[src/rtl/fifo_pkt_arbiter.sv]
// fifo_pkt_arbiter: credit-metered round-robin drain of NUM_PORTS flit FIFOs into one link.
// Define FIFO_ARB_PKT_LOCK_EN to hold ownership until a tail pop; otherwise the grant is released after every flit.
module fifo_pkt_arbiter #(
    parameter int NUM_PORTS = 4,
    parameter int WIDTH     = 36,
    parameter int CREDITS   = 8
) (
    input  logic                       clk,
    input  logic                       preset_full,
    input  logic [NUM_PORTS-1:0]       f_empty,
    input  logic [NUM_PORTS-1:0]       f_almost_empty,
    input  logic [NUM_PORTS-1:0]       f_next_is_tail,
    input  logic [NUM_PORTS*WIDTH-1:0] f_data,
    output logic [NUM_PORTS-1:0]       f_read_en,
    input  logic                       i_credit_return,
    output logic [WIDTH-1:0]           o_data,
    output logic                       o_valid,
    output logic [NUM_PORTS-1:0]       o_grant,
    output logic                       o_busy
);
    localparam int PW = $clog2(NUM_PORTS);
    localparam int CW = $clog2(CREDITS + 1);
`ifdef FIFO_ARB_PKT_LOCK_EN
    localparam bit LOCK = 1'b1;
`else
    localparam bit LOCK = 1'b0;
`endif

    typedef enum logic [1:0] {IDLE, SEND, STALL} state_t;

    state_t        state;
    logic [PW-1:0] rr_ptr, g, g_d, pick;
    logic [CW-1:0] credits;
    logic          found, bubble, pop, rel;

    function automatic logic [PW-1:0] nxt(input logic [PW-1:0] p, input int i);
        return PW'((int'(p) + i) % NUM_PORTS);
    endfunction

    // Descending scan so the nearest non-empty port after rr_ptr is the last write.
    always_comb begin
        pick = rr_ptr;
        for (int i = NUM_PORTS; i >= 1; i--)
            if (!f_empty[nxt(rr_ptr, i)]) pick = nxt(rr_ptr, i);
    end

    // A pop made while the FIFO held one word forces a one-cycle bubble so its flags can settle.
    assign found     = |(~f_empty);
    assign pop       = state != IDLE && !f_empty[g] && credits != '0 && !bubble;
    assign rel       = f_next_is_tail[g] | !LOCK;
    assign f_read_en = pop ? o_grant : '0;
    assign o_busy    = state != IDLE;
    assign o_data    = o_valid ? f_data[int'(g_d)*WIDTH +: WIDTH] : '0;

    always_ff @(posedge clk or posedge preset_full) begin
        if (preset_full) begin
            state   <= IDLE;
            o_grant <= '0;
            g       <= '0;
            g_d     <= '0;
            rr_ptr  <= PW'(NUM_PORTS - 1);
            credits <= CW'(CREDITS);
            bubble  <= 1'b0;
            o_valid <= 1'b0;
        end else begin
            o_valid <= pop;
            bubble  <= pop && f_almost_empty[g];
            g_d     <= pop ? g : g_d;
            credits <= credits - CW'(pop) + CW'(i_credit_return && (pop || credits != CW'(CREDITS)));
            if (state == IDLE) begin
                state   <= found ? SEND : IDLE;
                o_grant <= found ? NUM_PORTS'(1) << pick : '0;
                g       <= pick;
            end else if (pop && rel) begin
                state   <= IDLE;
                o_grant <= '0;
                rr_ptr  <= g;
            end else begin
                state <= pop ? SEND : STALL;
            end
        end
    end
endmodule

[config.mk]
export PLATFORM = sky130hd
export DESIGN_NAME = fifo_pkt_arbiter
export DESIGN_NICKNAME = d
export VERILOG_FILES = /design/src/rtl/fifo_pkt_arbiter.sv
export SDC_FILE = /design/constraint.sdc
export NUM_CORES = 1
export LEC_CHECK = 0
export BUFFER_PORTS_ARGS = -buffer_cell sky130_fd_sc_hd__buf_2
export CORE_AREA = 2 2 80 82
export DETAILED_ROUTE_END_ITERATION = 12
export DIE_AREA = 0 0 82 84
export PLACE_DENSITY = 0.83
export SLEW_MARGIN = 20
export SYNTH_ARGS = -nofsm -noshare
export SYNTH_HDL_FRONTEND = slang
export SYNTH_SLANG_ARGS = --single-unit
[constraint.sdc]
create_clock -name clk -period 5.6 [get_ports clk]
set_input_delay 1.4 -clock clk [delete_from_list [all_inputs] [get_ports clk]]
set_output_delay 1.4 -clock clk [all_outputs]
set_load 0.005 [all_outputs]
* Word-level counts from Yosys, hierarchy flattened *
Cells that the tools add are included.
W data, S select, Z words.

cells by class
  shift-type cells = 2
  equality and inequality tests = 1
  div/mod/pow operators = 0
  bitwise operators = 2
  add/subtract/negate cells = 6
  order comparisons = 5
  multiplexer cells = 24
  reduce and logical (&&, ||, !) cells = 14
  multiply operators = 1

operator list
  cell                   count
  $shiftx A144 B9 Y36    1
  $mux W36               1
  $mux W4                4
  $lt A2 B3 Y1 const B   5
  $bmux W1 S2            6
  $mux W2                6
  $mux W1                7
  $mul A2 B4 Y6 const B  1
  $logic_and A1 B1 Y1    5
  $add A2 B1 Y2 const B  2
  $add A2 B2 Y2 const B  2
  $add A4 B1 Y4          1
  $ne A4 B4 Y1 const B   1
  $not A4 Y4             1
  $reduce_bool A2 Y1     2
  $reduce_bool A4 Y1     1
  $reduce_or A4 Y1       1
  $shl A1 B2 Y4 const A  1
  $sub A4 B1 Y4          1
  $logic_not A1 Y1       2
  $logic_not A2 Y1       1
  $reduce_and A2 Y1      1
  $logic_or A1 B1 Y1     1
  $not A1 Y1             1

storage, ports and cells
  latch bits = 0
  ROM bits = 0
  memories = 0
  memory bits (writable) = 0
  bits in registers = 18
  word-level logic and storage cells = 63

* Logic depth before layout (Yosys ltp) *
  word-level depth = 10
  depth in mapped cells = 9
  depth with buffers taken out = 9

* Worst setup path before layout *
No wires, ideal clock.

  path type = in2out
  from = in f_empty[3]
  to = out f_read_en[0]
  data required time = 4.200 ns
  cell stages on the path = 4
  setup slack = 1.628 ns
  data arrival time = 2.572 ns
  cell sequence = mux4_2 a2111oi_4 buf_6 and2_1

between the ends
  word-level cells in the longest chain between the ends = 7

RTL lines
  item                               RTL line  text
  from (decl)                        10        input logic [NUM_PORTS-1:0] f_empty,
  $bmux W1 S2                        49        assign pop = state != IDLE && !f_empty[g] && credits != '0 && !bubble;
  $mux W1 (implied by the code)      49
  $logic_not A1 Y1                   49
  $logic_and A1 B1 Y1 (3 in series)  49
  net pop                            34        logic found, bubble, pop, rel;
  $mux W4                            51        assign f_read_en = pop ? o_grant : '0;
  to (decl)                          14        output logic [NUM_PORTS-1:0] f_read_en,

The timed path passes the listed nets, and every way through them passes these cells. The select of a mux whose other input is x is not followed.

* Worst setup path in the final report *
  from = in f_empty[3]
  to = out f_read_en[1]

between the ends
  word-level cells in the longest chain between the ends = 7

RTL lines
  item                               RTL line
  $bmux W1 S2                        49
  $mux W1 (implied by the code)      49
  $logic_not A1 Y1                   49
  $logic_and A1 B1 Y1 (3 in series)  49
  $mux W4                            51

Every way passes these cells. The select of a mux whose other input is x is not followed.

==> qor.csv <==
stage,metric,value,unit
outcome,outcome,finished clean,
floorplan,FP Rows,29,
synth,main area contributors after synthesis,"mux4_2, dfrtp_1, and2_1, dfstp_2, ha_1",
synth,register area share after synthesis,22.4,%
synth,"FF+latch count, synth",18,
power_and_ir_drop,pwr/cell area,418,nW/um^2
sta,max-slew violations,0,
sta,setup TNS,0,ns
floorplan,die area,6890,sq um
drt,DRC Markers,0,
global_routing,vias in the first global route,2333,
power_and_ir_drop,Leak,1.66,nW
power_and_ir_drop,Sw Pwr,0.525,mW
placed_design,Final HPWL DP,6520,microns
clocking,CTS resizes,0,
critical_path,worst r2r dst,credits[2],
clocking,Max clock buf depth,2,
synth,Syn. warnings,0,
sta,Period minus WS final,4.47,ns
critical_path,WS Path Type,primary input to output port,
hold_path,hold crit path type,flop to flop,
global_routing,initial antenna violation count,0,
sta,Final Hold Fails,0,
critical_path,Critical Path Source,f_empty[3],
critical_path,crit end category,output port,
critical_path,critical path startpoint category,primary input,
critical_path,CP required,4.20,ns
critical_path,R2R Path Start,g[0],
clocking,CTS Hold Bufs,0,
power_and_ir_drop,Sequential Power Share,24.8,%
synth,most used standard cell by instance count after synthesis,and2_1,
global_routing,total gr overflow,0,
global_routing,first-pass GRT wire length,11400,microns
clocking,htree depth,1,
sta,Fin Clk Skew,0.00348,ns
power_and_ir_drop,internal power,0.787,mW
synth,ys async rst share,100,%
floorplan,boundary pin count,205,
clocking,"CTS clk-pin slew, worst paths",0.07,ns
synth,top-area cell type share of the netlist area,42.3,%
flow_run,max-cap violations,0,
global_routing,largest net degree at the start of global routing,38,
finish,final instance area,3140,sq um
synth,synthesized area per cell,12.3,sq um
drt,First-pass DRT Iterations,4,
synth,top_reg_cell synth,dfrtp_1,
power_and_ir_drop,power after layout,1.31,mW
sta,Fmax,224,MHz
drt,drt wl/cell,17.7,microns
synth,synthesized net count,329,
power_and_ir_drop,maximum VDD drop,268,uV
drt,Post-DRT Antenna Nets,0,
finish,synthesis-to-finish area growth,54.9,%
floorplan,Core ar.,6100,sq um
clocking,CTS sink count,18,
clocking,Clk Tree Root Cell,clkbuf_8,
synth,Synth top cells by count,"and2_1, mux4_2, dfrtp_1",
finish,# fillers,561,
sta,period utilization,79.8,%
floorplan,Initial Util,33.2,%
placed_design,dpl cell area,3080,sq um
sta,Max-slew headroom,43.4,%
sta,RSZ-0062 raised after global routing,false,
clocking,CTS tree,done,
placed_design,GPL Wtd Cong,0.770,
hold_path,Hold Crit Depth,1,
critical_path,worst reg2reg setup slack,2.67,ns
drt,via count,2211,
power_and_ir_drop,Clk pwr share,8.3,%
clocking,clk_lat worst skew,0.26,ns
finish,layout cells sized above 1,70.1,%
synth,number of enable flip-flop cells after synthesis,0,
critical_path,Worst Setup EP,f_read_en[1],
power_and_ir_drop,Switching Fraction,40.0,%
clocking,"Setup Fix Bufs, Post-CTS",0,
sta,final setup fails,0,
sta,Least-Margin Pin Slew,0.849,ns
synth,leading area contributor after synthesis,mux4_2,
finish,n_diodes,0,
critical_path,arrival time of the worst setup path,3.07,ns
drt,DRT iter0 DRCs,81,
power_and_ir_drop,combinational share of power,66.9,%
finish,final net count,524,
synth,Post-Synthesis Cells,164,
global_routing,total track usage,21.7,%
floorplan,Vert. Die Dim,84,microns
drt,vias per inst,5.08,
placed_design,port bufs,200,
critical_path,crit path max fanout,13,
synth,unique cell type count in the Yosys netlist,31,
synth,mapped cell area,2020,sq um
clocking,total CTS buffers,3,
drt,drt total wl,7710,microns
critical_path,number of cells on the worst reg-to-reg path,8,
floorplan,overall die width,82,microns
worst max-delay path: stages:
cell,delay (ns)
buf_2,0.13
mux4_2,0.50
a2111oi_4,0.70
and2_1,0.22
buf_2,0.11
through the flow:
stage	hold WS, ns	worst slack, ns	utilization (%)	cells
after CTS	0.520	1.11	51.4	435
after global routing	0.543	1.01	51.4	435
after floorplan	0.479	1.63	-	164
final	0.520	1.13	51.4	435
after detailed placement	0.504	1.11	50.5	431
after global placement	0.492	1.14	50.5	431
cell usage in the layout, fill, tap and decap left out:
master	n
a2111oi_4	1
a21o_1	1
a21oi_1	2
a22o_1	4
a2bb2oi_1	1
and2_1	41
and3_1	1
buf_2	200
buf_4	2
clkbuf_8	4
dfrtp_1	14
dfrtp_2	1
dfstp_2	3
fa_1	1
ha_1	5
inv_1	9
mux2_1	3
mux2_2	1
mux2i_1	1
mux4_2	38
nand2_1	4
nand2b_1	1
nand3_1	2
nand4_1	1
nor2_1	6
nor2_2	1
nor2b_1	3
o21ai_0	3
o21bai_1	1
o2bb2ai_1	1
xnor2_1	1
xor2_1	1
sequential cells by signal, indices dropped and copies added (netlist names):
name and cells:
credits 4, o_grant 4, g 2, g_d 2, rr_ptr 2, state 2, bubble 1, o_valid 1
per-layer routing:
metal  GRT usage [%]  share of wire, %
met1            24.8                35
met2            38.2                51
met3            6.82                12
met4            5.76               1.7
met5               0                 0
worst min path at each step:
stage	end	slack, ns	from
detailed placement	credits[0]	0.50	credits[0]
global placement	credits[0]	0.49	credits[0]
floorplan	credits[0]	0.48	credits[0]
CTS	o_valid	0.52	bubble
global route	o_valid	0.54	bubble
finish	o_valid	0.52	bubble
cell type report:
type / instances / area [sq um] / share of cell area, %
Tap cell: 77 / 96.3 / 3.07
Multi-Input combinational cell: 125 / 1480 / 47.2
Sequential cell: 18 / 455 / 14.5
Inverter: 9 / 33.8 / 1.08
Timing Repair Buffer: 202 / 1020 / 32.4
Clock buffer: 4 / 55.1 / 1.76
cells by family after synthesis:
| family | Yosys count | share of synthesized area (%) |
|---|---|---|
| compound gates | 14 | 5.93 |
| flops | 18 | 22.4 |
| xor+xnor | 2 | 0.865 |
| mux | 43 | 45.0 |
| fa+ha+maj | 6 | 4.08 |
| buf+inv | 21 | 4.51 |
| simple gates | 60 | 17.2 |
power groups by stage:
stage | logic (mW) | registers [mW] | clock network [mW]
after CTS | 0.889 | 0.331 | 0.111
after detailed placement | 0.884 | 0.333 | 0
after global placement | 0.852 | 0.325 | 0
after global routing | 0.963 | 0.347 | 0.116
after floorplan | 0.688 | 0.249 | 0
final | 0.878 | 0.325 | 0.109
(Power assumes the default switching activity.)
